## src/rtl/seg7x16_scan.sv

```systemverilog
// Eight-digit multiplexed common-anode 7-segment driver; outputs are registered, one cycle after idx/data_reg.
// No backpressure: cs loads unconditionally. Optional leading-zero blanking via SEG7_BLANK_LEADING_ZERO_EN.
module seg7x16_scan #(
   parameter int SCAN_DIV = 16384
) (
   input  logic        clk,
   input  logic        rst,
   input  logic        cs,
   input  logic [31:0] i_data,
   output logic [7:0]  o_seg,
   output logic [7:0]  o_sel
);

   localparam int CW = (SCAN_DIV > 1) ? $clog2(SCAN_DIV) : 1;
   localparam logic [CW-1:0] PRE_LAST = CW'(SCAN_DIV - 1);

   logic [31:0]   data_reg;
   logic [CW-1:0] prescaler;
   logic [2:0]    idx;
   logic          tick;
   logic [3:0]    nibble;
   logic [7:0]    seg_nxt;
   logic [7:0]    sel_nxt;

   function automatic logic [7:0] hex_seg(input logic [3:0] n);
      case (n)
         4'h0: hex_seg = 8'hC0;
         4'h1: hex_seg = 8'hF9;
         4'h2: hex_seg = 8'hA4;
         4'h3: hex_seg = 8'hB0;
         4'h4: hex_seg = 8'h99;
         4'h5: hex_seg = 8'h92;
         4'h6: hex_seg = 8'h82;
         4'h7: hex_seg = 8'hF8;
         4'h8: hex_seg = 8'h80;
         4'h9: hex_seg = 8'h90;
         4'hA: hex_seg = 8'h88;
         4'hB: hex_seg = 8'h83;
         4'hC: hex_seg = 8'hC6;
         4'hD: hex_seg = 8'hA1;
         4'hE: hex_seg = 8'h86;
         default: hex_seg = 8'h8E;
      endcase
   endfunction

   assign tick   = (prescaler == PRE_LAST);
   assign nibble = data_reg[4*idx +: 4];

`ifdef SEG7_BLANK_LEADING_ZERO_EN
   logic [2:0] msd;

   // Highest nonzero nibble; stays 0 for an all-zero word so digit 0 is always lit.
   always_comb begin
      msd = 3'd0;
      for (int k = 1; k < 8; k++) begin
         if (data_reg[4*k +: 4] != 4'h0) msd = 3'(k);
      end
   end

   always_comb begin
      sel_nxt = ~(8'b1 << idx);
      seg_nxt = hex_seg(nibble);
      if (idx > msd) begin
         sel_nxt = 8'hFF;
         seg_nxt = 8'hFF;
      end
   end
`else
   always_comb begin
      sel_nxt = ~(8'b1 << idx);
      seg_nxt = hex_seg(nibble);
   end
`endif

   always_ff @(posedge clk) begin
      if (!rst) begin
         data_reg  <= 32'h0;
         prescaler <= '0;
         idx       <= 3'd0;
         o_seg     <= 8'hFF;
         o_sel     <= 8'hFF;
      end else begin
         if (cs) data_reg <= i_data;
         prescaler <= tick ? '0 : prescaler + 1'b1;
         if (tick) idx <= idx + 3'd1;
         o_sel <= sel_nxt;
         o_seg <= seg_nxt;
      end
   end

endmodule

```

## config.mk

```make
export PLATFORM = sky130hd
export DESIGN_NAME = seg7x16_scan
export DESIGN_NICKNAME = d
export VERILOG_FILES = /design/src/rtl/seg7x16_scan.sv
export SDC_FILE = /design/constraint.sdc
export NUM_CORES = 1
export LEC_CHECK = 0
export BUFFER_PORTS_ARGS = -buffer_cell sky130_fd_sc_hd__buf_2
export CAP_MARGIN = 15
export CORE_ASPECT_RATIO = 0.8
export CORE_UTILIZATION = 55
export DETAILED_ROUTE_END_ITERATION = 8
export GPL_TIMING_DRIVEN = 0
export PLACE_DENSITY = 0.84
export SLEW_MARGIN = 15
export SYNTH_ARGS = -nofsm -noshare
export SYNTH_HDL_FRONTEND = slang
export SYNTH_SLANG_ARGS = --single-unit
```

## constraint.sdc

```tcl
create_clock -name clk -period 2.9 [get_ports clk]
set_clock_uncertainty 0.05 [all_clocks]
set_input_delay 0.145 -clock clk [delete_from_list [all_inputs] [get_ports clk]]
set_output_delay 0.145 -clock clk [all_outputs]
set_load 0.01 [all_outputs]
```

==> metrics.cfg, run 1 <==
[setup_path]
critPathCaptureType = register
cp_max_fo = 10
criticalPathCategory = reg2reg
arrival_ps = 2910
startpoint = idx[0]
timing.critical_path.required_ps = 3060
start_kind = register
reg2reg_from = idx[0]

[timing]
post-route-period-util = 0.947
fin_crit_ps = 2750
setup_tns_ps = 0
setup_slack_ps = 154
rsz0062_at_grt = false
finalSetupViolations = 0
hold_viol = 1
hold_ws_ps = -18.1
slew_headroom = 0.526
max_freq_ghz = 0.364
tightest_slew_ps = 711
slew_violations = 0

[detailed_routing]
wl_per_cell_um = 15.4
vias = 2298
postRouteAntennaNets = 0
viasPerCell = 5.34
drcViolationCount = 0
firstDrtPassIters = 4
wirelength_um = 6610
drtIter0Drc = 146

[cells_and_area]
largest_reg_flops = 32
final_layout_size_suffix_gt1_frac = 0.231
final_common_cell = dfxtp_1
antenna_cells = 0
fin_nets = 411
syn_to_final_growth_pct = 27.2
fin_util = 0.730
final_cell_mix = dfxtp_1 (64), nor2_1 (56), buf_2 (50)

[grt]
grt.total_usage = 0.256
grt_max_degree = 12
antenna_found_initial = 0
grt_pass1_vias = 2278
grt_pass1_wl_um = 10700
gr-total-overflow = 0

[cts]
clock_path_buffers = 2
clock-sinks = 64
path_clk_slew_ps = 70
cts-resized-gates = 0
worstSkewPairLatency_ps = 360
cts-root-buf = clkbuf_8
htreeDepth = 3
cts_tree = yes
post_cts_buffers = 0
tritoncts.num_buffers = 9

[placed_design]
gp_congestion = 0.948
dp_hpwl_um = 4200
detailedPlace.worstSlack_ps = 268
port_buffers = 48

[outcome]
outcome = complete, but fails checks
violations = hold timing

[worst_hold_path]
min_from = i_data[14]
hold_class = in2reg

[logic_synthesis]
synth_cell_types = 39
syn_nets = 329
yosysSeqAreaShare = 0.446
ys_seq_elements = 64
avgSynthCellArea_um2 = 10.2
synthArstFlopShare = 0
synth-warning-count = 0
netlist_instances = 281
synth_top_flop_cell = dfxtp_1
syn_area_mm2 = 0.00288
synth_edf_count = 0

[die]
start_util = 0.574
io_pins = 51
fp.dieH_um = 66.7
dieArea_mm2 = 0.00552
die_w_um = 82.8
core.rowCount = 23
coreArea_mm2 = 0.00501

[power_and_ir_drop]
power.density_mw_per_mm2 = 561
power.leakage_nw = 1.60
peakVddDrop_mv = 0.420

[job]
cap_violations = 0

-- per-layer routing --
layer  vias to the layer above  routed length (um)  global-route usage
li1                       1114                   -                   -
met1                      1095                2950               0.291
met2                        72                3190               0.456
met3                        17                 331              0.0830
met4                         0                 139              0.0884
met5                         -                   0                   0
-- layout make-up --
type / instances / area (um2)
buffer: 16 / 111
clock buffer: 9 / 124
clock inverter: 7 / 110
fill: 371 / 1350
inverter: 11 / 41.3
multi-input combinational: 190 / 1440
sequential: 64 / 1280
tap: 62 / 77.6
timing repair buffer: 71 / 470
-- cells by family (layout without fill, tap and decap cells) --
logic type | Yosys count | in the layout | share of synthesized area
buf+inv | 27 | 114 | 0.0531
mux | 46 | 46 | 0.196
other cells | 1 | 1 | 0.00130
xor+xnor | 14 | 14 | 0.0426
fa+ha+maj | 13 | 13 | 0.0566
flops | 64 | 64 | 0.446
simple gates | 99 | 99 | 0.153
compound gates | 17 | 17 | 0.0513
-- critical path: stages, from the launching register on --
cell and delay [ps]:
dfxtp_1 430, buf_6 220, mux4_1 600, mux2i_2 350
inv_1 150, ha_1 280, nor4b_1 420, a311oi_2 100
-- per-stage QoR --
step | total power [mW] | area [um2] | instances
floorplan | 1.07 | 2880 | 281
global placement | 1.13 | 3190 | 391
finish | 2.05 | 3660 | 430
detailed placement | 1.13 | 3190 | 391
global route | 2.12 | 3660 | 430
CTS | 2.05 | 3650 | 429
-- final timing paths --
path         depth (start not counted)  slack [ps]           end
min                                  3         -20  data_reg[14]
max reg2reg                          7         150      o_seg[0]
min reg2reg                          1         420  prescaler[0]
max                                  7         150      o_seg[0]
-- where the power goes --
part	switching [mW]	internal (mW)	leakage [nW]	total (mW)
sequential	0.0185	0.919	0.526	0.938
combinational	0.103	0.105	0.955	0.208
clock	0.344	0.564	0.123	0.908
total	0.465	1.59	1.60	2.05
-- synth_stat cells, drive strengths merged (6+ instances only) --
master / instances / share of area
buf: 6 / 0.015
clkbuf: 10 / 0.024
dfxtp: 64 / 0.45
ha: 13 / 0.057
inv: 10 / 0.013
mux2i: 38 / 0.13
mux4: 6 / 0.055
nand2: 20 / 0.027
nand3: 9 / 0.016
nor2: 56 / 0.073
xnor2: 10 / 0.030
-- what timing repair did --
| action | CTS | global route |
|---|---|---|
| setup endpoints to repair | 0 | 0 |
| hold buffers | 22 | 1 |
| hold endpoints to repair | 22 | 1 |
Note: power is estimated with default switching activity, not from simulation.
==> inputs of run 2 (changes only) <==
Clock period 2.9 ns to 3 ns, I/O delays scaled along.
==> metrics.cfg, run 2 (synthesis gave the netlist of run 1 again) <==
[detailed_routing]
wirelength_um = 6660  ; was 6610 um
viasPerCell = 5.42  ; was 5.34
drtIter0Drc = 162  ; was 146
firstDrtPassIters = 4  ; unchanged
wl_per_cell_um = 15.6  ; was 15.4 um
drcViolationCount = 0  ; unchanged
postRouteAntennaNets = 0  ; unchanged
vias = 2310  ; was 2298

[cells_and_area]
largest_reg_flops = 32  ; unchanged
fin_nets = 407  ; was 411
final_cell_mix = dfxtp_1 (64), nor2_1 (56), buf_2 (50)  ; unchanged
final_common_cell = dfxtp_1  ; unchanged
syn_to_final_growth_pct = 25.8  ; was 27.2%
fillers = 383  ; was 371
fin_util = 0.722  ; was 0.730
antenna_cells = 0  ; unchanged
final_layout_size_suffix_gt1_frac = 0.234  ; was 0.231

[timing]
hold_viol = 2  ; was 1
tightest_slew_ps = 696  ; was 711 ps
post-route-period-util = 0.947  ; about the same
rsz0062_at_grt = false  ; unchanged
hold_ws_ps = -10.4  ; was -18.1 ps
fin_crit_ps = 2840  ; was 2750 ps
max_freq_ghz = 0.352  ; was 0.364 GHz
finalSetupViolations = 0  ; unchanged
setup_tns_ps = 0  ; unchanged
slew_headroom = 0.536  ; was 0.526
slew_violations = 0  ; unchanged

[setup_path]
criticalPathCategory = reg2reg  ; unchanged
r2r-end = o_seg[0]  ; unchanged
start_kind = register  ; unchanged
cp_max_fo = 10  ; unchanged
worst-path-stages = 7  ; unchanged
startpoint = idx[0]  ; unchanged
arrival_ps = 3000  ; was 2910 ps
path_buf_inv = 2  ; unchanged
reg2reg_from = idx[0]  ; unchanged
timing.critical_path.required_ps = 3160  ; was 3060 ps
critical_path.top_delay_family = multiplexers  ; unchanged
critPathCaptureType = register  ; unchanged
critPathCapture = o_seg[0]  ; unchanged
slowest_stage = mux4_1  ; unchanged
critPathMaxStageDelay_ps = 650  ; was 600 ps
ff2ff_path_depth = 7  ; unchanged
reg2reg_slack_ps = 160  ; was 150 ps
path_cells = buf_6, mux4_1, mux2i_2, inv_1, ha_1, nor4b_1, a311oi_2  ; unchanged

[cts]
worstSkewPairLatency_ps = 360  ; about the same
clock-sinks = 64  ; unchanged
cts_tree = yes  ; unchanged
tritoncts.num_buffers = 9  ; unchanged
post_cts_buffers = 0  ; unchanged
cts-root-buf = clkbuf_8  ; unchanged
htreeDepth = 3  ; unchanged
postCtsHoldBufs = 18  ; was 22
cts-resized-gates = 0  ; unchanged
clock_path_buffers = 2  ; unchanged
path_clk_slew_ps = 70  ; about the same

[grt]
grt_max_degree = 12  ; unchanged
grt.total_usage = 0.257  ; was 0.256
grt_pass1_wl_um = 10700  ; about the same
grt_pass1_vias = 2250  ; was 2278
antenna_found_initial = 0  ; unchanged
gr-total-overflow = 0  ; unchanged

[die]
coreArea_mm2 = 0.00501  ; unchanged
dieArea_mm2 = 0.00552  ; unchanged
core.rowCount = 23  ; unchanged
fp.dieH_um = 66.7  ; unchanged
io_pins = 51  ; unchanged
die_w_um = 82.8  ; unchanged
start_util = 0.574  ; unchanged

[power_and_ir_drop]
peakVddDrop_mv = 0.403  ; was 0.420 mV
power.density_mw_per_mm2 = 548  ; was 561 mW/mm2
power.leakage_nw = 1.59  ; was 1.60 nW

[job]
cap_violations = 0  ; unchanged

[placed_design]
port_buffers = 48  ; unchanged
gp_congestion = 0.948  ; unchanged
dp_hpwl_um = 4200  ; unchanged

[outcome]
outcome = complete, but fails checks  ; unchanged
violations = hold timing  ; unchanged

[worst_hold_path]
hold_class = in2reg  ; unchanged

==> run 2: cell count changes in the layout (fill, tap and decap cells not counted) <==
cell / before / now
dlygate4sd3_1: 23 / 19
==> run 2: worst min-delay path by stage <==
stage	start	to	depth (start not counted)
floorplan	rst	o_seg[0]	1
global placement	i_data[9]	data_reg[9]	3
detailed placement	i_data[24]	data_reg[24]	3
CTS	i_data[13]	data_reg[13]	3
global route	i_data[7]	data_reg[7]	3
finish	i_data[14]	data_reg[14]	3
==> run 2: worst min-delay path, stage by stage <==
cell and delay [ps]:
buf_2 80, mux2i_1 60, nor2_1 70
==> run 2: power breakdown <==
group / internal, mW / switching, mW / leakage, nW
Sequential: 0.889 / 0.0203 / 0.526
Clock: 0.545 / 0.332 / 0.123
Combinational: 0.0977 / 0.0975 / 0.938
==> run 2: final cells by class <==
class,instances,area [um2],share of cell area
Timing Repair Buffer,67,430,0.119
Clock buffer,9,124,0.0342
Multi-Input combinational cell,190,1440,0.398
Sequential cell,64,1280,0.354
Buffer,16,111,0.0308
Inverter,11,41.3,0.0114
Clock inverter,7,110,0.0304
Tap cell,62,77.6,0.0214
==> run 2: layer usage <==
| layer | share of wire | global-route usage |
|---|---|---|
| met2 | 0.49 | 0.448 |
| met5 | 0 | 0 |
| met4 | 0.025 | 0.121 |
| met3 | 0.065 | 0.0867 |
| met1 | 0.42 | 0.289 |
==> run 2: through the flow <==
stage / std cells / worst slack (ps) / area, um2 / total power, mW
after floorplan: 281 / 666 / 2880 / 1.04
after global placement: 391 / 394 / 3190 / 1.09
after detailed placement: 391 / 368 / 3190 / 1.10
after CTS: 425 / 298 / 3610 / 1.98
after global routing: 426 / 77.0 / 3620 / 2.05
final: 426 / 160 / 3620 / 1.98
==> inputs of run 3 (changes only) <==
Settings changed: MAX_ROUTING_LAYER set to met4.
==> metrics.cfg, run 3 (synthesis gave the netlist of run 1 again) <==
[cells_and_area]
final_cell_mix = dfxtp_1 (64), nor2_1 (56), buf_2 (50)  ; unchanged
antenna_cells = 0  ; unchanged
final_common_cell = dfxtp_1  ; unchanged
fin_util = 0.724  ; was 0.722
syn_to_final_growth_pct = 26.2  ; was 25.8%
largest_reg_flops = 32  ; unchanged
fin_nets = 408  ; was 407
final_layout_size_suffix_gt1_frac = 0.233  ; was 0.234
fillers = 382  ; was 383

[cts]
worstSkewPairLatency_ps = 360  ; about the same
tritoncts.num_buffers = 9  ; unchanged
htreeDepth = 3  ; unchanged
clock-sinks = 64  ; unchanged
cts_tree = yes  ; unchanged
clock_path_buffers = 2  ; unchanged
post_cts_buffers = 0  ; unchanged
path_clk_slew_ps = 70  ; about the same
cts-root-buf = clkbuf_8  ; unchanged

[die]
coreArea_mm2 = 0.00501  ; unchanged
fp.dieH_um = 66.7  ; unchanged
start_util = 0.574  ; unchanged
die_w_um = 82.8  ; unchanged
io_pins = 51  ; unchanged
dieArea_mm2 = 0.00552  ; unchanged
core.rowCount = 23  ; unchanged

[setup_path]
path_cells = buf_6, mux4_1, mux2i_2, inv_1, ha_1, nor4b_1, a311oi_2  ; unchanged
cp_max_fo = 10  ; unchanged
slowest_stage = mux4_1  ; unchanged
critPathMaxStageDelay_ps = 660  ; was 650 ps
timing.critical_path.required_ps = 3160  ; about the same
critical_path.top_delay_family = multiplexers  ; unchanged
path_buf_inv = 2  ; unchanged
arrival_ps = 3010  ; was 3000 ps
critPathCaptureType = register  ; unchanged
start_kind = register  ; unchanged
criticalPathCategory = reg2reg  ; unchanged

[timing]
finalSetupViolations = 0  ; unchanged
max_freq_ghz = 0.351  ; was 0.352 GHz
hold_viol = 1  ; was 2
post-route-period-util = 0.949  ; was 0.947
hold_ws_ps = -8.30  ; was -10.4 ps
fin_crit_ps = 2850  ; was 2840 ps
setup_tns_ps = 0  ; unchanged
slew_headroom = 0.540  ; was 0.536
tightest_slew_ps = 689  ; was 696 ps
rsz0062_at_grt = false  ; unchanged
setup_slack_ps = 154  ; was 160 ps
slew_violations = 0  ; unchanged

[power_and_ir_drop]
netSwitchingPower_mw = 0.449  ; was 0.450 mW
power.leakage_nw = 1.59  ; about the same
internal_power_mw = 1.53  ; about the same
peakVddDrop_mv = 0.403  ; about the same
combPwrFrac = 0.099  ; about the same
clkPwrFrac = 0.442  ; was 0.443
swShare = 0.227  ; about the same
power.density_mw_per_mm2 = 546  ; was 548 mW/mm2
power_mw = 1.98  ; about the same
p_seq_frac = 0.459  ; about the same

[detailed_routing]
drtIter0Drc = 139  ; was 162
met2_wirelength_um = 3200  ; was 3240 um
dr_wl_met3_um = 451  ; was 430 um
firstDrtPassIters = 4  ; unchanged
vias = 2320  ; was 2310
m1WireLength_um = 2880  ; was 2820 um
postRouteAntennaNets = 0  ; unchanged
wl_per_cell_um = 15.8  ; was 15.6 um
wirelength_um = 6740  ; was 6660 um
viasPerCell = 5.43  ; was 5.42
drcViolationCount = 0  ; unchanged
highest_layer = met4  ; unchanged

[job]
cap_violations = 0  ; unchanged

[grt]
grt.total_usage = 0.265  ; was 0.257
grt_pass1_wl_um = 10700  ; unchanged
gr-total-overflow = 0  ; unchanged
grt_pass1_vias = 2253  ; was 2250
antenna_found_initial = 0  ; unchanged
grt_max_degree = 12  ; unchanged

[placed_design]
dp_hpwl_um = 4200  ; unchanged
port_buffers = 48  ; unchanged
gp_congestion = 0.965  ; was 0.948
detailedPlace.worstSlack_ps = 368  ; unchanged

[outcome]
outcome = complete, but fails checks  ; unchanged
violations = hold timing  ; unchanged

[worst_hold_path]
hold_class = in2reg  ; unchanged

==> run 3: cell count changes in the layout (fill, tap and decap cells not counted), sizes merged <==
cell,previous run,this run
dlygate4sd3,19,20
==> run 3: final timing paths <==
| kind | cells past startpoint | start | slack, ps | end |
|---|---|---|---|---|
| max | 7 | idx[0] | 150 | o_seg[0] |
| min reg2reg | 1 | prescaler[0] | 420 | prescaler[0] |
| min | 3 | i_data[14] | -8 | data_reg[14] |
| max reg2reg | 7 | idx[0] | 150 | o_seg[0] |
==> run 3: timing repair <==
action | CTS | global route
hold endpoints to repair | 18 | 2
gates resized for setup | 0 | 0
hold buffers | 18 | 2
==> run 3: tightest hold or removal path: cells and delay by family <==
family / cells / cell delay (ps)
buffers and inverters: 1 / 80
AND/OR/NAND/NOR: 1 / 70
multiplexers: 1 / 60
==> run 3: layer usage <==
metal,global-route usage,up-vias
met5,-,-
met4,0.121,0
met3,0.0917,22
met2,0.448,91
met1,0.288,1095
li1,-,1112
==> run 3: power groups by stage <==
stage / Clock, mW / Combinational [mW] / Sequential [mW]
4_1_cts: 0.884 / 0.191 / 0.906
2_1_floorplan: 0 / 0.111 / 0.926
5_1_grt: 0.927 / 0.213 / 0.913
6_report: 0.876 / 0.197 / 0.909
3_5_place_dp: 0 / 0.172 / 0.925
3_3_place_gp: 0 / 0.166 / 0.923
==> run 3: metrics by stage <==
stage,hold WS (ps),instances,instance area [um2]
after floorplan,227,281,2880
after global placement,332,391,3190
after detailed placement,342,391,3190
after CTS,0.828,425,3610
after global routing,9.72,427,3630
final,-8.30,427,3630
==> run 3: layout make-up <==
| cell class | count | area, um2 | share of cell area |
|---|---|---|---|
| repair buffers | 68 | 440 | 0.121 |
| flip-flops and latches | 64 | 1280 | 0.353 |
| multi-input cells | 190 | 1440 | 0.397 |
| plain buffers | 16 | 111 | 0.0307 |
| clock buffers | 9 | 124 | 0.0341 |
| clock inverters | 7 | 110 | 0.0304 |
| well taps | 62 | 77.6 | 0.0214 |
| inverters | 11 | 41.3 | 0.0114 |
